==> config.mk <==
export PLATFORM = sky130hd
export DESIGN_NAME = hazard_scheduler
export DESIGN_NICKNAME = d
export VERILOG_FILES = /design/src/rtl/pipe_pkg.sv /design/src/rtl/hazard_match.sv /design/src/rtl/hazard_scheduler.sv
export SDC_FILE = /design/constraint.sdc
export NUM_CORES = 1
export LEC_CHECK = 0
export CAP_MARGIN = 40
export CORE_UTILIZATION = 50
export CTS_CLUSTER_DIAMETER = 120
export CTS_CLUSTER_SIZE = 24
export DETAILED_ROUTE_END_ITERATION = 6
export HOLD_SLACK_MARGIN = 0.02
export PLACE_DENSITY = 0.9
export REMOVE_ABC_BUFFERS = 1
export SYNTH_ARGS = -nofsm -noshare
export SYNTH_HDL_FRONTEND = slang
export SYNTH_SLANG_ARGS = --single-unit
==> constraint.sdc <==
create_clock -name clk -period 2.65 [get_ports clk]
set_input_delay 0.53 -clock clk [delete_from_list [all_inputs] [get_ports clk]]
set_output_delay 0.53 -clock clk [all_outputs]
set_load 0.05 [all_outputs]
==> src/rtl/pipe_pkg.sv <==
// Shared pipeline definitions: forwarding-select codes, hazard FSM states
// and the shadow-slot record used by the hazard scheduler.
package pipe_pkg;

  localparam logic [1:0] FWD_RF    = 2'b00;
  localparam logic [1:0] FWD_EXMEM = 2'b01;
  localparam logic [1:0] FWD_MEMWB = 2'b10;
  localparam logic [1:0] FWD_WB    = 2'b11;

  typedef enum logic [0:0] {
    IDLE  = 1'b0,
    MBUSY = 1'b1
  } hz_state_e;

  typedef struct packed {
    logic       valid;
    logic [4:0] dest;
    logic       is_load;
  } slot_t;

  localparam slot_t SLOT_EMPTY = '{valid: 1'b0, dest: 5'd0, is_load: 1'b0};

  // Youngest producer wins: bit 0 = EX, bit 1 = MEM, bit 2 = WB.
  function automatic logic [1:0] fwd_select(input logic [2:0] hits);
    if (hits[0]) return FWD_EXMEM;
    else if (hits[1]) return FWD_MEMWB;
    else if (hits[2]) return FWD_WB;
    return FWD_RF;
  endfunction

endpackage

==> src/rtl/hazard_match.sv <==
// Compares one shadow slot's destination against the decode sources and
// reports a hit per operand. Register 0 is hard-wired and never matches.
module hazard_match (
  input  logic       slot_valid,
  input  logic [4:0] slot_dest,
  input  logic [4:0] rs,
  input  logic [4:0] rt,
  input  logic       uses_rt,
  output logic       hit_a,
  output logic       hit_b
);

  logic live;

  // A slot only counts when it really writes a nonzero register.
  always_comb begin
    live  = slot_valid && (slot_dest != 5'd0);
    hit_a = live && (slot_dest == rs);
    hit_b = live && uses_rt && (slot_dest == rt);
  end

endmodule

==> src/rtl/hazard_scheduler.sv <==
// Decode-side hazard controller for the five-stage pipeline. Tracks a shadow
// copy of EX/MEM/WB destinations, decides issue/stall/bubble, sequences
// multi-cycle multiplies and registers the EX operand-forwarding selects.
// Build option: define HAZARD_FWD_EN to enable operand forwarding; without
// it every register dependency stalls until the producer has left WB.
module hazard_scheduler
  import pipe_pkg::*;
#(
  parameter int unsigned MULT_LAT = 4
) (
  input  logic       clk,
  input  logic       rst_n,
  input  logic       id_valid,
  input  logic [4:0] id_rs,
  input  logic [4:0] id_rt,
  input  logic       id_uses_rt,
  input  logic       id_writes,
  input  logic [4:0] id_dest,
  input  logic       id_is_load,
  input  logic       id_is_mult,
  input  logic       ex_flush,
  output logic       stall,
  output logic       bubble,
  output logic       issue,
  output logic [1:0] fwd_a,
  output logic [1:0] fwd_b,
  output logic       busy
);

  localparam logic [3:0] CNT_LOAD = 4'(MULT_LAT - 1);

  hz_state_e  state, state_nxt;
  logic [3:0] cnt;
  slot_t      ex_slot, mem_slot, wb_slot, ex_in;
  logic [2:0] hit_a, hit_b;
  logic       hazard;
  logic       mult_busy;
  logic       unused_wb_load;

  assign mult_busy      = (state == MBUSY);
  assign busy           = mult_busy;
  assign unused_wb_load = wb_slot.is_load;

  hazard_match u_match_ex (
    .slot_valid (ex_slot.valid),
    .slot_dest  (ex_slot.dest),
    .rs         (id_rs),
    .rt         (id_rt),
    .uses_rt    (id_uses_rt),
    .hit_a      (hit_a[0]),
    .hit_b      (hit_b[0])
  );

  hazard_match u_match_mem (
    .slot_valid (mem_slot.valid),
    .slot_dest  (mem_slot.dest),
    .rs         (id_rs),
    .rt         (id_rt),
    .uses_rt    (id_uses_rt),
    .hit_a      (hit_a[1]),
    .hit_b      (hit_b[1])
  );

  hazard_match u_match_wb (
    .slot_valid (wb_slot.valid),
    .slot_dest  (wb_slot.dest),
    .rs         (id_rs),
    .rt         (id_rt),
    .uses_rt    (id_uses_rt),
    .hit_a      (hit_a[2]),
    .hit_b      (hit_b[2])
  );

  // Dependency stall condition: only a load in EX with forwarding, any producer still in flight without.
  always_comb begin
`ifdef HAZARD_FWD_EN
    hazard = id_valid && ex_slot.is_load && (hit_a[0] || hit_b[0]);
`else
    hazard = id_valid && (|(hit_a | hit_b));
`endif
  end

  // Issue decision; a running multiply outranks a flush, which outranks a dependency stall.
  always_comb begin
    stall  = 1'b0;
    bubble = 1'b0;
    issue  = 1'b0;
    if (mult_busy) begin
      stall = 1'b1;
    end else if (ex_flush) begin
      bubble = 1'b1;
    end else if (hazard) begin
      stall  = 1'b1;
      bubble = 1'b1;
    end else begin
      issue = id_valid;
    end
  end

  // Record entering EX: only a real register write leaves a trace.
  always_comb begin
    ex_in = SLOT_EMPTY;
    if (issue && id_writes && (id_dest != 5'd0)) begin
      ex_in = '{valid: 1'b1, dest: id_dest, is_load: id_is_load};
    end
  end

  // Multiply FSM: stay busy until the cycle counter has run down to zero.
  always_comb begin
    state_nxt = state;
    case (state)
      IDLE:    if (issue && id_is_mult) state_nxt = MBUSY;
      MBUSY:   if (cnt == 4'd0) state_nxt = IDLE;
      default: state_nxt = IDLE;
    endcase
  end

  // FSM state and multiply cycle counter.
  always_ff @(posedge clk or negedge rst_n) begin
    if (!rst_n) begin
      state <= IDLE;
      cnt   <= 4'd0;
    end else begin
      state <= state_nxt;
      if (!mult_busy && issue && id_is_mult) begin
        cnt <= CNT_LOAD;
      end else if (mult_busy && (cnt != 4'd0)) begin
        cnt <= cnt - 4'd1;
      end
    end
  end

  // Shadow pipeline; EX is pinned by a running multiply while WB keeps draining.
  always_ff @(posedge clk or negedge rst_n) begin
    if (!rst_n) begin
      ex_slot  <= SLOT_EMPTY;
      mem_slot <= SLOT_EMPTY;
      wb_slot  <= SLOT_EMPTY;
    end else if (mult_busy) begin
      mem_slot <= SLOT_EMPTY;
      wb_slot  <= mem_slot;
    end else begin
      ex_slot  <= ex_in;
      mem_slot <= ex_slot;
      wb_slot  <= mem_slot;
    end
  end

`ifdef HAZARD_FWD_EN
  logic [1:0] fwd_a_q, fwd_b_q;

  // Capture selects at issue; hold while a multiply owns EX, otherwise read the register file.
  always_ff @(posedge clk or negedge rst_n) begin
    if (!rst_n) begin
      fwd_a_q <= FWD_RF;
      fwd_b_q <= FWD_RF;
    end else if (issue) begin
      fwd_a_q <= fwd_select(hit_a);
      fwd_b_q <= fwd_select(hit_b);
    end else if (!mult_busy) begin
      fwd_a_q <= FWD_RF;
      fwd_b_q <= FWD_RF;
    end
  end

  assign fwd_a = fwd_a_q;
  assign fwd_b = fwd_b_q;
`else
  assign fwd_a = FWD_RF;
  assign fwd_b = FWD_RF;
`endif

endmodule

# Word-level counts from Yosys, hierarchy flattened
# Cells that the tools add are included.
# word_totals
inputBits,23
regBits,24
elab_cells,61
output_inout_bits,8
# op_classes
n_eq_ne,6
addsub,1
muxes,15
bitwise_logic,2
reduce_logical,28
# op_table
operator,n
$eq 5x5->1,6
$reduce_bool 5->1,4
$logic_and 1x1->1,19
$mux 7,2
$mux 1,10
$mux 4,2
$logic_not 4->1,1
$reduce_bool 4->1,1
$sub 4x1->4 const B,1
$or 3x3->3,1
$reduce_or 3->1,1
$pmux 1 s2,1
$reduce_bool 2->1,1
$logic_not 1->1,1
$not 1->1,1

# Longest topological paths before layout
# depth
depth_word,13
mapped_depth,7
mapped_depth_nobuf,7

# Hierarchy
# A second synthesis with hierarchy kept.
# unflattened
cells_unflattened,130
area_unflattened_um2,1338.8
# by_module_without_submodules
mod,seq_area_each_um2,instances,area_per_inst_um2,cells_each
hazard_scheduler,575.6,1,940.9,79
hazard_match,0.0,3,132.6,17

# Least setup slack after synthesis
# OpenSTA, ideal clock, no wires.
# synth_path
kind,register to output
from,register ex_slot[1] in the netlist's numbering
to,output port issue
required_ns,2.120
setup_slack_ns,0.105
arrival_ns,2.015
stages_incl_launch_ff,6
path_buffers,1
cell_sequence,dfrtp_1 or4_4 o21ai_2 o22ai_2 buf_6 nor3b_2
# synth_between
elab_chain_cells,10
word_cells_on_any_way,13
classes_between,eq/ne (2); mux (3); bitwise (1); reduce/logical (7)
# synth_lines
item,line,source
start: declaration,hazard_scheduler.sv:34,"slot_t ex_slot, mem_slot, wb_slot, ex_in;"
start signal: assignment,hazard_scheduler.sv:143,ex_slot <= ex_in;
$reduce_bool 5->1,hazard_match.sv:17,live = slot_valid && (slot_dest != 5'd0);
$logic_and 1x1->1,hazard_match.sv:17,
$logic_and 1x1->1 (2 in a row),hazard_match.sv:19,hit_b = live && uses_rt && (slot_dest == rt);
$or 3x3->3 (*),hazard_scheduler.sv:79,hazard = id_valid && (|(hit_a | hit_b));
$reduce_or 3->1 (*),hazard_scheduler.sv:79,
$logic_and 1x1->1 (*),hazard_scheduler.sv:79,
$mux 1 (*),hazard_scheduler.sv:92,end else if (hazard) begin
$mux 1 (*),hazard_scheduler.sv:90,end else if (ex_flush) begin
$mux 1 (*),hazard_scheduler.sv:88,if (mult_busy) begin
end: declaration,hazard_scheduler.sv:24,"output logic issue,"
# Mark *: on every way between the ends. The rest lies on a longest branch, timed or not.

# Worst setup path in the final report
# Same ends and word-level chain as after synthesis.

==> metrics.txt <==
n_diodes=0; Final Hold Vio Count=0; # setup viols final=0; clk sinks=23; drt total wl=between 3 and 4 mm; highest metal used=met4; largest net degree at the start of global routing=24; Seq/Total Area, Yosys=0.406; GRT overflow=0; crit path max fanout=5; number of synthesized flops with an enable pin=0; Cells after DPL=roughly 190; clock buffer depth=2; final hold slack=between 0.4 and 0.5 ns; I/O pin total=31; Final Max Slew Viols=0; Routed Antenna Nets=0; DRC viols=0; CTS tree=built; H-Tree Depth=1; Buffers on Ports=25; Max-slew headroom=0.500; Yosys reg bits=23; Die ar.=roughly 0.0030 mm²; # fillers=194; area of the mapped netlist=0.00142 mm²; Worst setup EP type=output port; final non-filler cell total=200; 1st-pass router iterations=4; Setup Crit Path Kind=flip-flop to output port; Max Cap Violations=0; Ys Warns=0; clk_skew=around 0.015 ns; WP data arrival=2.06 ns; Synth Instances=133; Lkg Pwr=~0.86 nW; Startpoint Class=flip-flop; layout cell share with drive strength beyond 1=0.259; Met2 Wirelength=roughly 1.6 mm; Core Footprint=between 0.002 and 0.003 mm²; CP required=2.12 ns; DR iter-0 viols=21; Worst-Skew Late Latency=roughly 0.32 ns; Row Count=18; Setup TNS=0 ns; Post-synth ARST share=1.00; met1 WL=around 1.3 mm; wire per inst=about 15 µm; area leader, netlist=dfrtp_1; Tcrit/Tclk final=0.979; R2R Setup Slk=roughly 0.75 ns; Register-to-Register Path Depth=5; Reg-to-Reg Start=ex_slot[1]; post-detail-place hpwl=2.30 mm; Area growth syn-to-layout=29.0%; Die Wd=55.2 µm; Pwr Density=about 660 mW/mm²; hold-fix buffers at CTS=0; Yosys cell types=33; global-route wire length before repair=between 5 and 6 mm; via count=approximately 1100; Period minus WS final=around 2.6 ns; Final Net Count=a little under 200; vias in the first global route=~1200; Final WS setup=roughly 0.055 ns; CTS root buffer=clkbuf_4; Min-Delay Path Class=flip-flop to flip-flop; routability cong.=approximately 0.81; reg2reg end=cnt[2]; total CTS buffers=3; status=finished, final reports clean; worst-margin pin slew=~0.74 ns; gr usage total=0.209; Die H=about 55 µm; Vias/cell=about 5.6; RSZ-0062 raised after global routing=true; upper clock frequency limit=~390 MHz; Reg clk slew, reported paths=~0.11 ns; Detail Route met3 WL=~120 µm; initial antenna violation count=0; critical path endpoint=issue; Avg Inst Size Synth=~11 µm²; crit path from=ex_slot[1]; Max IR drop VDD=around 880 µV; Synth area leaders=dfrtp_1 41%, xor2_1 16%, o31ai_2 8.0%, xnor2_1 3.7%, buf_4 2.7%; ys flop type=dfrtp_1; Initial Utilization=0.552; Setup WS pre-CTS=-0.240 ns; top-area cell type share of the netlist area=0.406
## sequential cells by signal, indices dropped and copies added, names as in the netlist
register,count
ex_slot,6
mem_slot,6
wb_slot,6
cnt,4
busy,1
## logic make-up (layout without fill, tap and decap cells)
family,after synthesis,count (layout),synth area share
xor+xnor,32,32,0.198
compound gates,25,25,0.173
buf+inv,12,46,0.0512
other cells,1,4,0.00265
fa+ha+maj,1,1,0.00883
simple gates,39,39,0.160
flops,23,23,0.406
## cells in the final DEF, fill, tap and decap left out, types with 5 or more instances in the layout
master	count
xor2_1	26
dfrtp_1	21
buf_4	13
clkdlybuf4s50_1	12
o31ai_2	9
dlygate4sd2_1	8
nand3_1	7
nand2_1	7
xnor2_1	6
nor2b_1	6
nor2_1	5
## power by group
part           internal (mW)  leakage [nW]  switching [mW]
Clock                 0.0564        0.0177           0.106
Sequential             0.419         0.306          0.0617
Combinational          0.261         0.534           0.302
## worst min path at each step
stage,from,end,slack [ns],cells past startpoint
after detailed placement,mem_slot[6],wb_slot[6],0.38,0
after global placement,mem_slot[6],wb_slot[6],0.38,0
after global routing,mem_slot[6],wb_slot[6],0.42,0
after CTS,mem_slot[6],wb_slot[6],0.41,0
after floorplan,rst_n,busy,0.23,0
final,mem_slot[6],wb_slot[6],0.40,0
## critical path: stages (launching register included)
cell and delay [ns]:
dfrtp_1 0.44, or4_4 0.55, o21ai_2 0.14, o22ai_2 0.13, buf_4 0.16, nor3b_2 0.17, buf_6 0.18
## synthesized netlist by cell type (all sizes together) (2+ instances only)
cell	count
buf	8
nor3	3
nor2b	6
nor2	5
or4	4
inv	4
o31ai	10
nand2	7
a21oi	2
xnor2	6
nor4	4
o21ai	3
xor2	26
nor3b	2
nand3	7
a32oi	2
dfrtp	23
o31a	3
## stage by stage
step | util | area [µm²] | power (mW)
after floorplan | - | 1370 | 0.832
final | 0.712 | 1830 | 1.21
after detailed placement | 0.676 | 1740 | 1.03
after global placement | 0.676 | 1740 | 1.00
after CTS | 0.693 | 1780 | 1.19
after global routing | 0.712 | 1830 | 1.29
## metal layers
layer / vias to the layer above / GRT usage
met4: 0 / 0.0679
met1: 539 / 0.250
met5: - / 0
li1: 538 / -
met2: 36 / 0.382
met3: 4 / 0.0304
## what timing repair did
| action | 4_1_cts | 5_1_grt |
|---|---|---|
| setup buffers | 2 | 3 |
| pin swaps | 8 | 2 |
| endpoints found under the setup margin | 3 | 3 |
| gates resized for setup | 17 | 5 |
## area by class of cell
class                           count  area (µm²)  area share
Sequential cell                    23         578       0.316
Multi-Input combinational cell    101         807       0.442
Tap cell                           30        37.5      0.0205
Clock inverter                      1        5.00     0.00274
Timing Repair Buffer               38         362       0.198
Inverter                            4        15.0     0.00822
Clock buffer                        3        22.5      0.0123
Note: power is estimated with default switching activity, not from simulation.
